[src/rtl/mem_initiator.sv]
`default_nettype none
// ============================================================================
//  Module   : mem_initiator
//  Purpose  : Memory master for the 32x16 single-port data memory. Accepts a
//             single load/store or an LM/SM-style multiple transfer selected
//             by an 8-bit register mask, and issues one access per clock at
//             consecutive (mod-32) addresses with registered active-low
//             strobes. Load data comes back tagged with its register index.
//  Ports    : clk, rst_n (async, active-low)
//             req, op_write, multi, base_addr[4:0], reg_mask[7:0], wdata[15:0]
//                 request side from control FSM / register file
//             busy, done, reg_idx[2:0], rdata[15:0], rdata_idx[2:0],
//             rdata_valid
//                 status and load-return side
//             mem_address[4:0], mem_in[15:0], mem_write, mem_read, mem_out[15:0]
//                 memory side (memory samples on the falling clock edge)
//  Revision : 1.0  initial release
// ============================================================================
module mem_initiator (
    input  logic        clk,
    input  logic        rst_n,
    input  logic        req,
    input  logic        op_write,
    input  logic        multi,
    input  logic [4:0]  base_addr,
    input  logic [7:0]  reg_mask,
    input  logic [15:0] wdata,
    output logic        busy,
    output logic [2:0]  reg_idx,
    output logic [15:0] rdata,
    output logic [2:0]  rdata_idx,
    output logic        rdata_valid,
    output logic        done,
    output logic [4:0]  mem_address,
    output logic [15:0] mem_in,
    output logic        mem_write,
    output logic        mem_read,
    input  logic [15:0] mem_out
);

    localparam logic [1:0] c_IDLE = 2'd0;
    localparam logic [1:0] c_RUN  = 2'd1;
    localparam logic [1:0] c_TAIL = 2'd2;

    logic [1:0]  state_q, state_d;
    logic        op_q, op_d;
    logic [4:0]  addr_q, addr_d;
    logic [7:0]  mask_q, mask_d;
    logic        mem_read_q, mem_read_d;
    logic        mem_write_q, mem_write_d;
    logic [15:0] rdata_q;
    logic [2:0]  rdata_idx_q;
    logic        rdata_valid_q;

    logic        w_req_accept;
    logic [7:0]  w_req_mask;
    logic [2:0]  w_low_idx;
    logic [7:0]  w_low_onehot;
    logic [7:0]  w_mask_left;
    logic        w_load_beat;

    // A single transfer is just a multiple transfer of register 0.
    assign w_req_mask   = multi ? reg_mask : 8'h01;
    assign w_req_accept = (state_q == c_IDLE) && req;

    // Lowest set bit of the remaining mask: the register served this cycle.
    assign w_low_onehot = mask_q & (~mask_q + 8'd1);
    assign w_mask_left  = mask_q & ~w_low_onehot;

    always_comb begin
        w_low_idx = 3'd0;
        for (int i = 7; i >= 0; i--) begin
            if (mask_q[i]) begin
                w_low_idx = 3'(i);
            end
        end
    end

    // ------------------------------------------------------------------
    // FSM: state register
    // ------------------------------------------------------------------
    always_ff @(posedge clk or negedge rst_n) begin
        if (!rst_n) begin
            state_q <= c_IDLE;
        end else begin
            state_q <= state_d;
        end
    end

    // ------------------------------------------------------------------
    // FSM: next-state logic
    // ------------------------------------------------------------------
    always_comb begin
        state_d = state_q;
        case (state_q)
            c_IDLE: begin
                if (req) begin
                    state_d = (w_req_mask != 8'h00) ? c_RUN : c_TAIL;
                end
            end
            c_RUN: begin
                if (w_mask_left == 8'h00) begin
                    state_d = c_TAIL;
                end
            end
            c_TAIL:  state_d = c_IDLE;
            default: state_d = c_IDLE;
        endcase
    end

    // ------------------------------------------------------------------
    // FSM: outputs
    // ------------------------------------------------------------------
    always_comb begin
        busy = (state_q != c_IDLE);
        done = (state_q == c_TAIL);
    end

    // ------------------------------------------------------------------
    // Datapath next-state
    // ------------------------------------------------------------------
    always_comb begin
        op_d   = op_q;
        addr_d = addr_q;
        mask_d = mask_q;
        if (w_req_accept) begin
            op_d   = op_write;
            addr_d = base_addr;
            mask_d = w_req_mask;
        end else if (state_q == c_RUN) begin
            addr_d = addr_q + 5'd1;
            mask_d = w_mask_left;
        end
        // Strobes are registered from the next state so that they are
        // stable a full half cycle before the memory's falling-edge sample.
        mem_read_d  = !((state_d == c_RUN) && !op_d);
        mem_write_d = !((state_d == c_RUN) &&  op_d);
    end

    // A read strobe in this cycle means mem_out is valid at the next edge.
    assign w_load_beat = (state_q == c_RUN) && !op_q;

    always_ff @(posedge clk or negedge rst_n) begin
        if (!rst_n) begin
            op_q          <= 1'b0;
            addr_q        <= 5'd0;
            mask_q        <= 8'h00;
            mem_read_q    <= 1'b1;
            mem_write_q   <= 1'b1;
            rdata_q       <= 16'h0000;
            rdata_idx_q   <= 3'd0;
            rdata_valid_q <= 1'b0;
        end else begin
            op_q          <= op_d;
            addr_q        <= addr_d;
            mask_q        <= mask_d;
            mem_read_q    <= mem_read_d;
            mem_write_q   <= mem_write_d;
            rdata_valid_q <= w_load_beat;
            if (w_load_beat) begin
                rdata_q     <= mem_out;
                rdata_idx_q <= w_low_idx;
            end
        end
    end

    assign reg_idx     = w_low_idx;
    assign mem_address = addr_q;
    assign mem_in      = wdata;
    assign mem_read    = mem_read_q;
    assign mem_write   = mem_write_q;
    assign rdata       = rdata_q;
    assign rdata_idx   = rdata_idx_q;
    assign rdata_valid = rdata_valid_q;

endmodule
`default_nettype wire

[config.mk]
export PLATFORM = sky130hd
export DESIGN_NAME = mem_initiator
export DESIGN_NICKNAME = d
export VERILOG_FILES = /design/src/rtl/mem_initiator.sv
export SDC_FILE = /design/constraint.sdc
export NUM_CORES = 1
export LEC_CHECK = 0
export ABC_CLOCK_PERIOD_IN_PS = 3250
export CORE_MARGIN = 3
export CORE_UTILIZATION = 40
export DETAILED_ROUTE_END_ITERATION = 16
export PLACE_DENSITY = 0.82
export SETUP_SLACK_MARGIN = 0.02
export SKIP_CTS_REPAIR_TIMING = 1
export SYNTH_ARGS = -nofsm -noshare
export SYNTH_HDL_FRONTEND = slang
export SYNTH_SLANG_ARGS = --single-unit
[constraint.sdc]
create_clock -name clk -period 3.25 [get_ports clk]
set_input_delay 0.65 -clock clk [delete_from_list [all_inputs] [get_ports clk]]
set_output_delay 0.65 -clock clk [all_outputs]
set_load 0.01 [all_outputs]
Word-level counts from Yosys, hierarchy flattened
Cells that the tools add are included.
W data, S select, Z words.
{ "totals": {"ff_bits": 38, "inputBits": 50, "output_inout_bits": 48, "wordCells": 49} }
{ "classes": {"addsub": 2, "n_eq_ne": 3, "n_mux": 18, "bitwise": 4, "n_reduce_logical": 13} }
{ "op_table": {"columns": ["op", "count"], "rows": [
  ["$mux W3", 8],
  ["$mux W8", 3],
  ["$and A8 B8 Y8", 2],
  ["$not A8 Y8", 2],
  ["$mux W5", 2],
  ["$add A8 B1 Y8 const B", 1],
  ["$logic_not A8 Y1", 1],
  ["$reduce_bool A8 Y1", 1],
  ["$mux W2", 3],
  ["$add A5 B1 Y5 const B", 1],
  ["$eq A2 B1 Y1 const B", 2],
  ["$logic_and A1 B1 Y1", 4],
  ["$logic_not A1 Y1", 4],
  ["$pmux W2 S2", 1],
  ["$reduce_bool A2 Y1", 2],
  ["$eq A2 B2 Y1 const B", 1],
  ["$logic_not A2 Y1", 1],
  ["$mux W1", 1]
]} }

Longest topological paths before layout
{ "depth": {"depth_word": 11, "mapped_depth": 6} }

Least setup slack after synthesis
OpenSTA, ideal clock, no wires.
{ "synth_path": {"path_kind": "register to output", "startpoint": "register mask_q[1]", "endpoint": "output port reg_idx[2]", "arrival_ps": 1282, "setup_slack_ps": 1318, "stages_incl_launch_ff": 4, "path_cell_list": "dfrtp_1 > or4_1 > buf_2 > a21oi_1"} }
{ "synth_via": {"elab_chain_len": 2} }
{ "synth_lines": {"columns": ["item", "line_no", "rtl"], "rows": [
  ["from (decl)", "48", "logic [7:0] mask_q, mask_d;"],
  ["from (signal assigned)", "156", "mask_q <= mask_d;"],
  ["$mux W3 (2 in series)", "73", "if (mask_q[i]) begin"],
  ["to (decl)", "29", "output logic [2:0] reg_idx,"]
]} }
No other way between the ends.

Worst setup path in the final report
Ends and elaborated chain as after synthesis.

==> results.py <==
metrics = {
    "clock_network": {
        "clock_sinks": 38,
        "cts_max_level": 2,
        "cts_buffers": 5,
        "cts_max_path_buffers": 2,
        "cts_tree": "yes",
        "clk_root_buffer_cell": "clkbuf_8",
        "clkTransAtPathRegs_ns": 0.07,
        "clk_latency_ns": 0.28,
    },
    "power_and_ir_drop": {
        "powerDensity_mw_per_mm2": 984.1,
        "ir_drop_uv": 366.8,
        "finalPower_mw": 2.418,
        "p_leak_nw": 1.100,
    },
    "setup_path": {
        "cp_top_family": "simple AND/OR/NAND/NOR gates",
        "cp-start-kind": "flip-flop",
        "arrival_ns": 2.15,
        "crit_buf_inv": 1,
        "critPathMaxStageDelay_ns": 0.65,
        "slowest_stage": "or4_1",
        "crit_chain": "or4_1, a21oi_1, clkdlybuf4s50_1",
        "r2r-start": "state_q[0]",
        "rr_worst_depth": 5,
        "reg2reg_to": "rdata_idx[1]",
        "endpoint_kind": "output port",
        "cp_max_fo": 7,
        "criticalPathCategory": "reg -> out",
        "rrSetupSlack_ns": 1.13,
        "cp.required_ns": 2.60,
    },
    "yosys": {
        "syn_area_sq_mm": 0.001824,
        "syn_area_per_cell_sq_um": 9.031,
        "synthCells": 202,
        "synth_nets": 253,
        "ys_async_sr_fraction_pct": 100.0,
        "yosysWarningCount": 0,
        "synth-edff-count": 0,
        "ys.flop_type": "dfrtp_1",
        "ys_types": 37,
        "synth_seq_area_share_pct": 52.26,
        "ys_ff_latch": 38,
    },
    "grt": {
        "grt-ovfl-total": 0,
        "grt_use_met1_pct": 21.70,
        "met3_usage_pct": 3.010,
        "grt_max_degree": 39,
        "grt_use_met2_pct": 25.39,
        "grt_pass1_wl_um": 6810,
        "grt_busiest_layer": "met2",
        "grt_pass1_vias": 1489,
        "antenna_found_initial": 0,
        "grtUsageTotal_pct": 16.46,
    },
    "status": {
        "outcome": "completed",
    },
    "drt": {
        "avgViaCountPerCell": 5.087,
        "ant_nets": 0,
        "postRouteWirelength_um": 4167,
        "drc": 0,
        "drtPass1Iterations": 4,
        "drtIter0Drc": 57,
        "wl_per_cell_um": 13.94,
        "vias": 1521,
    },
    "placed_design": {
        "hpwl_um": 3075,
        "place_congestion": 0.8830,
        "io_buffers": 65,
        "post-place-ws_ns": 0.7592,
    },
    "final_layout": {
        "finalNetCount": 301,
        "multi_input_area_sq_um": 686.9,
        "drive_above_1_share_pct": 6.426,
        "final_cell_mix": "67 x nand2_1, 64 x clkdlybuf4s50_1, 36 x dfrtp_1, 10 x o21ai_0, 8 x nand3_1",
        "area.growth.synth_to_final_pct": 34.71,
        "antenna_cells": 0,
        "final_common_cell": "nand2_1",
        "regArea_sq_um": 953.4,
        "nFillCells": 389,
    },
    "sta": {
        "fin_crit_sh_pct": 86.21,
        "post-route-min-period_ns": 2.802,
        "worst-slew-pin-transition_ns": 0.8102,
        "slew_violations": 0,
        "slew_headroom_pct": 45.99,
        "hold_violations": 0,
        "finalSetupViolations": 0,
        "setup_tns_ns": 0,
        "max_clock_freq_mhz": 356.9,
        "setup_slack_ns": 0.4482,
        "rsz0062_at_grt": "false",
        "skew_ns": 0.004677,
    },
    "floorplanning": {
        "die_w_um": 73.53,
        "row_count": 23,
        "die_h_um": 73.53,
        "design.die.area_sq_mm": 0.005407,
        "initial_core_util_pct": 43.42,
        "core_sq_mm": 0.004202,
        "num_io_pins": 98,
    },
    "min_path": {
        "hold_class": "in -> async",
    },
    "flow_run": {
        "drv_cap": 0,
    },
}
state kept, by name, summed over array words and instances, names as in the netlist:
| register | count |
|---|---|
| rdata_valid | 1 |
| mask_q | 8 |
| mem_write | 1 |
| rdata_idx | 3 |
| mem_read | 1 |
| op_q | 1 |
| rdata | 16 |
| state_q | 2 |
| mem_address | 5 |
stage by stage:
| step | instance area (sq um) | cells | hold slack (ns) | utilization [%] |
|---|---|---|---|---|
| 2_1_floorplan | 1824 | 202 | 0.3544 | - |
| 3_3_place_gp | 2375 | 293 | 0.4562 | 56.52 |
| 3_5_place_dp | 2375 | 293 | 0.4665 | 56.52 |
| 4_1_cts | 2457 | 299 | 0.4822 | 58.49 |
| 5_1_grt | 2457 | 299 | 0.5038 | 58.49 |
| 6_report | 2457 | 299 | 0.4539 | 58.49 |
metal layers:
metal / part of all wire (%) / vias up / wire, um
li1: - / 756 / -
met1: 43 / 705 / 1798
met2: 49 / 53 / 2030
met3: 6.1 / 7 / 253
met4: 2.0 / 0 / 84
met5: 0 / - / 0
cell usage after synthesis (all sizes together), types with 2 or more instances:
master	count	area share, %
dfrtp	36	49
nor3	3	0.82
inv	4	0.82
buf	17	6.9
o31ai	2	0.82
xor2	2	0.96
a22oi	3	1.2
nand3	8	2.2
o21ai	10	2.7
or4	2	0.89
nand2	67	14
a32o	3	1.6
nor4	2	0.69
nand4	2	0.69
nor2	6	1.2
and2b	2	0.82
a21oi	7	1.9
clkbuf	8	2.2
nand2b	3	1.2
a2111oi	2	1.3
dfstp	2	2.9
worst register-to-register path: stages, from the launching register on:
cell and delay [ns]:
dfrtp_1 0.40, and2b_1 0.33, nand2b_1 0.14, buf_4 0.24, clkinv_1 0.46, mux2_2 0.43
area by class of cell:
| type | instances | area share [%] |
|---|---|---|
| Inverter | 5 | 0.7637 |
| Multi-Input combinational cell | 134 | 27.95 |
| Tap cell | 50 | 2.546 |
| Clock buffer | 6 | 3.360 |
| Timing Repair Buffer | 66 | 26.58 |
| Sequential cell | 38 | 38.80 |
power by group:
group          internal, mW  total (mW)  switching [mW]  leakage, nW
registers             0.700       0.880           0.180        0.470
clock network         0.163       0.309           0.146       0.0431
logic                 0.628        1.23           0.601        0.587
how the worst max path moves through the flow:
stage / from / endpoint / slack, ns / cells after the start
5_1_grt: mask_q[1] / reg_idx[2] / 0.34 / 3
4_1_cts: mask_q[1] / reg_idx[2] / 0.43 / 3
2_1_floorplan: mask_q[1] / reg_idx[2] / 1.32 / 3
3_3_place_gp: mask_q[1] / reg_idx[2] / 0.78 / 3
6_report: mask_q[1] / reg_idx[2] / 0.45 / 3
3_5_place_dp: mask_q[1] / reg_idx[2] / 0.76 / 3
logic make-up after synthesis:
family | after synthesis | synth area share, %
buf+inv | 30 | 10.08
fa+ha+maj | 2 | 1.234
simple gates | 98 | 23.39
xor+xnor | 2 | 0.9604
mux | 1 | 0.6172
compound gates | 31 | 11.45
flops | 38 | 52.26
Power figures use the tool's default switching activity.
==> variant: new RTL, same flow settings <==
Reset style: synchronous (`rst_n`), changed in 2 clocked blocks. Comments in the files are not updated.
--- a/src/rtl/mem_initiator.sv
+++ b/src/rtl/mem_initiator.sv
@@ -79,7 +79,7 @@
     // ------------------------------------------------------------------
     // FSM: state register
     // ------------------------------------------------------------------
-    always_ff @(posedge clk or negedge rst_n) begin
+    always_ff @(posedge clk) begin
         if (!rst_n) begin
             state_q <= c_IDLE;
         end else begin
@@ -140,7 +140,7 @@
     // A read strobe in this cycle means mem_out is valid at the next edge.
     assign w_load_beat = (state_q == c_RUN) && !op_q;
 
-    always_ff @(posedge clk or negedge rst_n) begin
+    always_ff @(posedge clk) begin
         if (!rst_n) begin
             op_q          <= 1'b0;
             addr_q        <= 5'd0;
Formal check against the unedited RTL: differs if rst_n is asserted again (counterexample within 4 cycles, from zero or initial values and one cycle with rst_n low); with rst_n held inactive, the same outputs for 10 cycles.
==> variant against the unedited design <==
  * Global-route usage rose by 0.99 points
  * Die area shrank 2.3%
  * Routed wire length rose by 3.3%
  * Sequential cell count did not move
  * Worst setup slack gained 0.16 ns
  * Final area is 1.7% lower
  * Area after synthesis fell by 2.5%
  * Critical path type unchanged
Power is not compared: it rests on default switching activity, and its combinational part moved more than twofold at a synthesized area within 25%.
==> variant: results (changes against the unedited design) <==
| Metric | Value |
|---|---|
| Post-Syn Nets | `269 (+6.3%)` |
| Hold_sp | `rdata_idx[1]` |
| TritonRoute pass-1 iters | `6 (+2)` |
| Drt first-iter violations | `113 (+98%)` |
| Placer Congestion | `0.833 (-5.7%)` |
| Setup Skew | `0.00297 ns (-0.00171 ns)` |
| Status | `finished clean` |
| Worst R2R Start | `state_q[1]` |
| Initial antenna violation count | `0 (unchanged)` |
| Via count | `1600 (+5.2%)` |
| Top cells by count, synth | `46 x nand2_1, 38 x dfxtp_1, 16 x a21oi_1, 16 x buf_4, 14 x a21boi_0` |
| Setup TNS | `0 ns (unchanged)` |
| Worst VDD drop | `~250 µV` |
| Min-delay worst type | `reg -> reg` |
| Synth cell types | `42 (+14%)` |
| Fin nets | `316 (+5.0%)` |
| P_leak | `approximately 0.86 nW` |
| Clk root buf | `clkbuf_8` |
| First-pass GRT wire length | `7280 µm (+6.9%)` |
| Post-synth ARST share | `0 (-1.00)` |
| Actual slew at the worst max-slew pin | `0.763 ns (-0.0468 ns)` |
| DP Wirelength | `3130 µm (+1.8%)` |
| Crit path from | `mask_q[0]` |
| Main synth FF type | `dfxtp_1` |
| Clock Path Buffers | `2 (unchanged)` |
| Wire per inst | `13.7 µm (-1.9%)` |
| Synth top area cells | `dfxtp_1 43%, nand2_1 9.7%, buf_4 6.8%` |
| Seq/Total Area, Yosys | `0.428 (-0.0948)` |
| Critical path fanouts, max | `9 (+2)` |
| Tot GR Track Use | `0.175 (+0.00990)` |
| Placed cell areas | `0.00234 mm² (-1.5%)` |
| Largest net degree at the start of global routing | `24 (-38%)` |
| Layout cells sized above 1 | `0.0604 (-0.00388)` |
| Reg clk slew, reported paths | `0.07 ns (about the same)` |
variant: stage by stage:
stage	cells	hold WS, ns	util	setup slack [ns]
after floorplan	218	0.431	-	1.47
after global placement	308	0.441	0.564	0.936
after detailed placement	308	0.445	0.564	0.840
after CTS	315	0.455	0.583	0.623
after global routing	315	0.470	0.583	0.409
final	315	0.453	0.583	0.607
variant: where the power goes:
part | internal (mW) | switching [mW]
sequential | 0.494 | 0.0254
combinational | 0.126 | 0.102
clock | 0.148 | 0.146
variant: final cells by class:
| class | instances | area, µm² |
|---|---|---|
| Clock buffer | 7 | 76.3 |
| Fill cell | 388 | 1730 |
| Inverter | 4 | 15.0 |
| Multi-Input combinational cell | 148 | 827 |
| Sequential cell | 38 | 761 |
| Tap cell | 50 | 62.6 |
| Timing Repair Buffer | 68 | 673 |
variant: worst paths after layout:
| check | endpoint | slack [ns] |
|---|---|---|
| min reg2reg | rdata_idx[1] | 0.45 |
| min | rdata_idx[1] | 0.45 |
| max reg2reg | mask_q[1] | 1.58 |
| max | reg_idx[2] | 0.61 |
variant: critical path, stage by stage (launching register included):
cell             delay (ns)
dfxtp_1                0.42
nor4_4                 0.42
a21boi_0               0.30
clkdlybuf4s50_1        0.59
variant: cells by family (layout without fill, tap and decap cells):
group / Yosys count / after routing / share of synthesized area
adders and majority gates: 3 / 3 / 0.0183
and+or+nand+nor: 93 / 93 / 0.249
AOI/OAI and AO/OA: 50 / 50 / 0.188
DFF: 38 / 38 / 0.428
buffers and inverters: 32 / 79 / 0.107
xor gates and xnor gates: 2 / 2 / 0.00985
variant: per-layer routing:
metal / track usage / share of wire / vias to the layer above
li1: - / - / 819
met1: 0.217 / 0.45 / 737
met2: 0.280 / 0.49 / 40
met3: 0.0523 / 0.054 / 4
met4: 0.0738 / 0.010 / 0
met5: 0 / 0 / -
